<file path="src/rtl/serout_pkg.sv">
// Shared definitions for the POKEY serial output path: state encoding,
// SEROUT register address and frame-length derivation.
package serout_pkg;

    typedef enum logic {
        SDO_IDLE  = 1'b0,
        SDO_SHIFT = 1'b1
    } sdoState_t;

    localparam logic [15:0] SEROUT_ADDR = 16'hD20D;

    // Start bit + data bits + stop bits.
    function automatic int unsigned frameLen(input int unsigned dataBits,
                                             input int unsigned stopBits);
        return 1 + dataBits + stopBits;
    endfunction

endpackage

</file>
<file path="src/rtl/serout_shifter.sv">
// Frame shift register and bit-index counter for the serial output line.
// shReg[0] is the bit currently on the line; vacated positions fill with 1.
module serout_shifter
    import serout_pkg::*;
#(
    parameter int unsigned DATA_BITS = 8,
    parameter int unsigned STOP_BITS = 1
) (
    input  logic                 clk,
    input  logic                 nReset,
    input  logic                 load,
    input  logic                 advance,
    input  logic                 forceLow,
    input  logic [DATA_BITS-1:0] loadData,
    output logic                 sod,
    output logic                 lastBit
);

    localparam int unsigned FRAME_LEN = frameLen(DATA_BITS, STOP_BITS);
    localparam int unsigned IDX_W     = $clog2(FRAME_LEN);

    logic [FRAME_LEN-1:0] shReg;
    logic [FRAME_LEN-1:0] shNext;
    logic [IDX_W-1:0]     idx;
    logic [IDX_W-1:0]     idxNext;

    // Load takes priority so a back-to-back frame replaces the finishing one.
    always_comb begin
        shNext  = shReg;
        idxNext = idx;
        if (load) begin
            shNext  = {{STOP_BITS{1'b1}}, loadData, 1'b0};
            idxNext = '0;
        end else if (advance) begin
            shNext  = {1'b1, shReg[FRAME_LEN-1:1]};
            idxNext = lastBit ? '0 : idx + IDX_W'(1);
        end
    end

    always_ff @(posedge clk or negedge nReset) begin
        if (!nReset) begin
            shReg   <= '1;
            idx     <= '0;
            sod     <= 1'b1;
            lastBit <= 1'b0;
        end else begin
            shReg   <= shNext;
            idx     <= idxNext;
            sod     <= shNext[0] & ~forceLow;
            lastBit <= (idxNext == IDX_W'(FRAME_LEN - 1));
        end
    end

endmodule

</file>
<file path="src/rtl/serout_ctrl.sv">
// SEROUT sequencer: holding register, frame FSM and serial IRQ/overrun flags.
// Optional SEROUT_BREAK_EN adds forceBreak, which holds sod low without
// disturbing framing.
module serout_ctrl
    import serout_pkg::*;
#(
    parameter int unsigned DATA_BITS = 8,
    parameter int unsigned STOP_BITS = 1
) (
    input  logic                 clk,
    input  logic                 nReset,
    input  logic                 serOutWr,
    input  logic [DATA_BITS-1:0] serOutData,
    input  logic                 bitTick,
    input  logic                 overrunClr,
`ifdef SEROUT_BREAK_EN
    input  logic                 forceBreak,
`endif
    output logic                 sod,
    output logic                 needIrq,
    output logic                 doneIrq,
    output logic                 busy,
    output logic                 overrun
);

    sdoState_t            state;
    sdoState_t            stateNext;
    logic                 holdFull;
    logic                 holdFullNext;
    logic [DATA_BITS-1:0] holdData;
    logic                 doneIrqNext;
    logic                 overrunNext;
    logic                 transfer;
    logic                 advance;
    logic                 frameEnd;
    logic                 lastBit;
    logic                 breakLow;

`ifdef SEROUT_BREAK_EN
    assign breakLow = forceBreak;
`else
    assign breakLow = 1'b0;
`endif

    // Next-state and flag logic; a write always wins over transfer/clear.
    always_comb begin
        stateNext    = state;
        holdFullNext = holdFull;
        doneIrqNext  = doneIrq;
        overrunNext  = overrun;
        advance      = bitTick && (state == SDO_SHIFT);
        frameEnd     = advance && lastBit;
        transfer     = holdFull && ((bitTick && (state == SDO_IDLE)) || frameEnd);

        case (state)
            SDO_IDLE:  if (transfer) stateNext = SDO_SHIFT;
            SDO_SHIFT: if (frameEnd && !holdFull) stateNext = SDO_IDLE;
            default:   stateNext = SDO_IDLE;
        endcase

        if (transfer)
            holdFullNext = 1'b0;
        if (serOutWr)
            holdFullNext = 1'b1;

        if (frameEnd && !holdFull)
            doneIrqNext = 1'b1;
        if (serOutWr)
            doneIrqNext = 1'b0;

        if (overrunClr)
            overrunNext = 1'b0;
        if (serOutWr && holdFull && !transfer)
            overrunNext = 1'b1;
    end

    always_ff @(posedge clk or negedge nReset) begin
        if (!nReset) begin
            state    <= SDO_IDLE;
            holdFull <= 1'b0;
            holdData <= '0;
            needIrq  <= 1'b0;
            doneIrq  <= 1'b0;
            busy     <= 1'b0;
            overrun  <= 1'b0;
        end else begin
            state    <= stateNext;
            holdFull <= holdFullNext;
            if (serOutWr)
                holdData <= serOutData;
            needIrq  <= transfer;
            doneIrq  <= doneIrqNext;
            busy     <= (stateNext == SDO_SHIFT);
            overrun  <= overrunNext;
        end
    end

    serout_shifter #(
        .DATA_BITS (DATA_BITS),
        .STOP_BITS (STOP_BITS)
    ) uShifter (
        .clk      (clk),
        .nReset   (nReset),
        .load     (transfer),
        .advance  (advance),
        .forceLow (breakLow),
        .loadData (holdData),
        .sod      (sod),
        .lastBit  (lastBit)
    );

endmodule

</file>
<file path="config.mk">
export PLATFORM = sky130hd
export DESIGN_NAME = serout_ctrl
export DESIGN_NICKNAME = d
export VERILOG_FILES = /design/src/rtl/serout_pkg.sv /design/src/rtl/serout_shifter.sv /design/src/rtl/serout_ctrl.sv
export SDC_FILE = /design/constraint.sdc
export NUM_CORES = 1
export LEC_CHECK = 0
export ABC_CLOCK_PERIOD_IN_PS = 3200
export BUFFER_PORTS_ARGS = -buffer_cell sky130_fd_sc_hd__buf_2
export CORE_UTILIZATION = 40
export DETAILED_ROUTE_END_ITERATION = 8
export SLEW_MARGIN = 20
export SYNTH_ARGS = -nofsm -noshare
export SYNTH_HDL_FRONTEND = slang
export SYNTH_HIERARCHICAL = 1
export SYNTH_SLANG_ARGS = --single-unit
</file>
<file path="constraint.sdc">
create_clock -name clk -period 3.2 [get_ports clk]
set_input_delay 0.48 -clock clk [delete_from_list [all_inputs] [get_ports clk]]
set_output_delay 0.48 -clock clk [all_outputs]
set_load 0.01 [all_outputs]
</file>
== After elaboration in Yosys (flattened, before gate mapping) ==
Index checks and enable logic that the tools add are counted.
Widths: inputs -> output; s select.

* Register bits: 28
* Bits of input ports: 13
* Output and inout bits: 5

* Reduce and logical (&&, ||, !) cells: 14
* Multiplexer cells: 14
* Add/subtract/negate cells: 1
* Bitwise logic cells: 1
* Equality and inequality tests: 1

{| class="wikitable"
|+ Operators with widths
! kind !! count
|-
| $mux 10 || 2
|-
| $mux 4 || 3
|-
| $mux 1 || 8
|-
| $reduce_bool 2->1 || 4
|-
| $logic_and 1x1->1 || 7
|-
| $add 4x1->4 const B || 1
|-
| $eq 4x4->1 const B || 1
|-
| $logic_not 1->1 || 2
|-
| $pmux 1 s2 || 1
|-
| $logic_or 1x1->1 || 1
|-
| $not 1->1 || 1
|}

== Logic depth before layout (Yosys ltp) ==
* Depth after elaboration: 7
* Gate-level depth with buffers: 5

== Cells and area by module ==
The synthesis kept the hierarchy.

{| class="wikitable"
|+ By module, submodules not included
! module !! area each (um^2) !! cells each !! times used
|-
| serout_shifter || 768.2 || 68 || 1
|-
| serout_ctrl || 505.5 || 35 || 1
|}

== Worst setup path after synthesis ==
Ideal clock, no wire load.

* Path type: reg-to-reg
* From: register uShifter.idx[0]
* To: register uShifter.lastBit
* Setup time: 0.111 ns
* Data arrival time: 1.376 ns
* Path slack: 1.713 ns
* Required time: 3.089 ns
* Buffers on the path: 0
* Cell stages (with the launch flop): 5
* Cell sequence: dfrtp_1 -> ha_1 -> nor4b_4 -> o21bai_1 -> a2111oi_2

* Word-level cells in the longest chain between the ends: 5

{| class="wikitable"
|+ Ends and longest elaborated chain
! item !! line !! RTL
|-
| from (decl) || serout_shifter.sv:24 || <nowiki>logic [IDX_W-1:0] idx;</nowiki>
|-
| from (signal assigned) || serout_shifter.sv:48 || <nowiki>idx <= idxNext;</nowiki>
|-
| $add 4x1->4 || serout_shifter.sv:36 || <nowiki>idxNext = lastBit ? '0 : idx + IDX_W'(1);</nowiki>
|-
| $mux 4 || serout_shifter.sv:36 ||
|-
| $mux 4 (*) || serout_shifter.sv:34 || <nowiki>end else if (advance) begin</nowiki>
|-
| $mux 4 (*) || serout_shifter.sv:31 || <nowiki>if (load) begin</nowiki>
|-
| $eq 4x4->1 (*) || serout_shifter.sv:50 || <nowiki>lastBit <= (idxNext == IDX_W'(FRAME_LEN - 1));</nowiki>
|-
| to (signal assigned) || serout_shifter.sv:50 ||
|-
| to (decl) || serout_shifter.sv:16 || <nowiki>output logic lastBit</nowiki>
|}

Every way passes the cells marked *; elsewhere a longest branch is shown, timed or not.
A chain may end at the register's enable or synchronous reset.

== Worst setup path after layout ==
* From: register state
* To: register uShifter.lastBit

* Word-level cells in the longest chain between the ends: 6
* Elaborated cells between the ends (all ways): 9

{| class="wikitable"
|+ Ends and longest elaborated chain
! item !! line !! RTL
|-
| from (decl) || serout_ctrl.sv:26 || <nowiki>sdoState_t state;</nowiki>
|-
| from (signal assigned) || serout_ctrl.sv:87 || <nowiki>state <= stateNext;</nowiki>
|-
| $logic_and 1x1->1 (*) || serout_ctrl.sv:51 || <nowiki>advance = bitTick && (state == SDO_SHIFT);</nowiki>
|-
| named net advance || serout_ctrl.sv:34 || <nowiki>logic advance;</nowiki>
|-
| $logic_and 1x1->1 || serout_ctrl.sv:52 || <nowiki>frameEnd = advance && lastBit;</nowiki>
|-
| $logic_or 1x1->1 || serout_ctrl.sv:53 || <nowiki>transfer = holdFull && ((bitTick && (state == SDO_IDLE)) || frameEnd);</nowiki>
|-
| $logic_and 1x1->1 || serout_ctrl.sv:53 ||
|-
| $mux 4 (*) || serout_shifter.sv:31 ||
|-
| $eq 4x4->1 (*) || serout_shifter.sv:50 ||
|}

The timed path passes the listed nets; every way through them passes the cells marked *.

==> results.yml <==
outcome:
  status: "finished clean"
clocking:
  clk_pin_slew_ns: 0.09
  cts_tree: "done"
  ctsResizeCount: 0
  numCtsBuffers: 5
  clock-sinks: 29
  clockBufferDepth: 2
  post_cts_buffers: 0
  root_buffer: "clkbuf_4"
  htreeDepth: 2
  cts-hold-fix-buffers: 0
  clock_latency_ns: 0.32
place:
  dp_hpwl_um: 1380
  io_buffers: 17
  gp_congestion: 0.675
  place_inst: 159
synth:
  synth_area_per_cell_um2: 12.4
  ys.flop_type: "dfrtp_1"
  async_flop_share: 1.00
  syn_inst: 103
  ys_warn_count: 6
  yosysTopAreaCellShare: 0.354
  syn_nets: 117
  synth_area_leaders: "dfrtp_1, dfstp_2, mux2i_1"
  synth_largest_area_cell: "dfrtp_1"
  ys_seq_area_frac: 0.581
  synth_edf_count: 0
  synth_area_mm2: 0.00127
  ys_seq_elements: 29
  synth_common_cells: "dfrtp_1, dfstp_2, nand2_1, mux2i_1, mux2_2"
  yosysMostFrequentCell: "dfrtp_1"
  ys_types: 33
pwr:
  pwr-share-seq: 0.521
  power_density_mw_per_mm2: 747
  p_switching_uw: 336
  combPwrFrac: 0.245
  internal_power_uw: 747
  leakage_uw: 0.000648
  p_sw_frac: 0.310
  clkPwrFrac: 0.234
  ir_worst_vdd_v: 0.000266
floorplan:
  die_y_um: 58.4
  core_area_mm2: 0.00303
  dieArea_mm2: 0.00341
  floorplan.initialDensity: 0.421
  io_pins: 18
  rows: 20
  fp.dieW_um: 58.4
drt:
  wirelength_um: 2050
  vias: 803
  drc: 0
  drtIter0Drc: 26
  via_per_inst: 4.81
  avgRoutedWirePerCell_um: 12.3
  drtPass1Iterations: 4
  drtAntennaViolNets: 0
finish:
  fin_cells: 167
  num_antenna_cells: 0
  finalNetCount: 136
  drive_gt1_frac: 0.390
  areaGrowthSynthToFinish_pct: 13.9
sta:
  maxSlewViolCount: 0
  tightest_slew_ns: 0.835
  final.setup.tns_ns: 0
  finalCritPeriodShare: 0.624
  max_slew_margin: 0.443
  fmax_ghz: 0.501
  fin_skew_ns: 0.00654
  finalHoldViolCount: 0
  rsz0062_at_grt: "no"
  setup_viol: 0
  min_period_ns: 2.00
critical_path:
  worst_setup_path_start_kind: "flip-flop"
  crit_arrival_ns: 2.21
  critical_path_required_ns: 3.42
  worstSetupEndpointType: "flip-flop"
  critical_path_class: "flip-flop to flip-flop"
  path_max_fanout: 19
job:
  drv_cap: 0
grt:
  grt_max_degree: 30
  overflow: 0
  track_usage: 0.151
  grt_pass1_wl_um: 3700
  grt_pass1_vias: 818
  antenna_found_initial: 0
hold_path:
  hp-class: "primary input to async pin"
[layout make-up]
cell class              count  area, µm²
fillers                   283       1580
flip-flops and latches     29        739
multi-input cells          67        493
repair buffers             17       85.1
clock buffers               7       65.1
well taps                  44       55.1
inverters                   2       7.51
clock inverters             1       5.00
[final timing paths]
check                           cells after the start  slack (ns)                    start                             to
worst max-delay path                                4        1.20          state$_DFF_PN0_     uShifter/lastBit$_DFF_PN0_
worst min-delay path                                1        0.16                   nReset      uShifter/idx[2]$_DFF_PN0_
worst min register to register                      2        0.49  holdData[5]$_DFFE_PN0P_  uShifter/shReg[6]$_DFFE_PN1P_
worst max register to register                      4        1.20          state$_DFF_PN0_     uShifter/lastBit$_DFF_PN0_
min in group clk                                    2        0.38            serOutData[3]        holdData[3]$_DFFE_PN0P_
max in group asynchronous                           1        2.63                   nReset        holdData[7]$_DFFE_PN0P_
[metal layers]
layer,wire length [µm],GRT usage,share of wire
met1,964,0.188,0.47
met3,87,0.0659,0.042
met5,0,0,0
met4,43,0.0714,0.021
met2,958,0.225,0.47
[cells in the final DEF, fill, tap and decap left out]
master     Yosys  final
clkbuf_8       0      2
nand2b_1       2      2
nand4_1        2      2
or3_1          1      1
mux2i_1        9      9
xor2_1         2      2
o21ai_0        4      4
mux2_2         8      8
nand2_1       11     11
o21ai_1        4      4
a21o_2         1      1
a2111oi_2      1      1
inv_1          2      2
nor3_1         1      1
o21bai_1       1      1
dfstp_2       11     11
dfrtp_1       18     18
xnor2_1        1      1
conb_1         1      1
a41oi_1        1      1
a22o_1         1      1
ha_1           1      1
buf_2          0     17
nor4b_4        1      1
a21oi_1        1      1
nand3b_1       2      2
nor2b_1        1      1
a32o_1         1      1
clkbuf_4       0      5
a21o_1         1      1
clkinv_2       0      1
and2_1         1      1
nor2_1         6      6
and3_2         1      1
[worst max-delay path: stages, from the launching register on]
cell and delay [ns]:
dfrtp_1 0.41, and2_1 0.70, nor4b_4 0.32, o21bai_1 0.11, a2111oi_2 0.35
[metrics by stage]
| step | setup WS, ns | util | cell area, µm² | hold slack, ns | total power (µW) |
|---|---|---|---|---|---|
| 6_report | 1.20 | 0.479 | 1450 | 0.158 | 1080 |
| 5_1_grt | 1.03 | 0.479 | 1450 | 0.202 | 1170 |
| 4_1_cts | 1.18 | 0.479 | 1450 | 0.165 | 1100 |
| 3_5_place_dp | 1.01 | 0.456 | 1380 | 0.473 | 843 |
| 3_3_place_gp | 1.07 | 0.456 | 1380 | 0.467 | 817 |
| 2_1_floorplan | 1.71 | - | 1270 | 0.184 | 766 |
[power by group through the flow]
stage / combinational, µW / clock [µW] / sequential (µW)
final: 266 / 253 / 564
after global routing: 308 / 280 / 577
after CTS: 271 / 267 / 565
after detailed placement: 271 / 0 / 572
after global placement: 254 / 0 / 563
after floorplan: 208 / 0 / 558
[registers in the layout (all words and copies together) (netlist names)]
register and cells:
uShifter/shReg 10, holdData 8, uShifter/idx 4, doneIrq 1, holdFull 1, needIrq 1, overrun 1, state 1
uShifter/lastBit 1, uShifter/sod 1
[cells by family after synthesis]
logic type / after synthesis / synth area share
mux: 17 / 0.141
compound gates: 16 / 0.0874
other cells: 1 / 0.00294
buf+inv: 7 / 0.0324
fa+ha+maj: 1 / 0.00982
simple gates: 29 / 0.125
flops: 29 / 0.581
xor+xnor: 3 / 0.0206
Power figures use the tool's default switching activity.
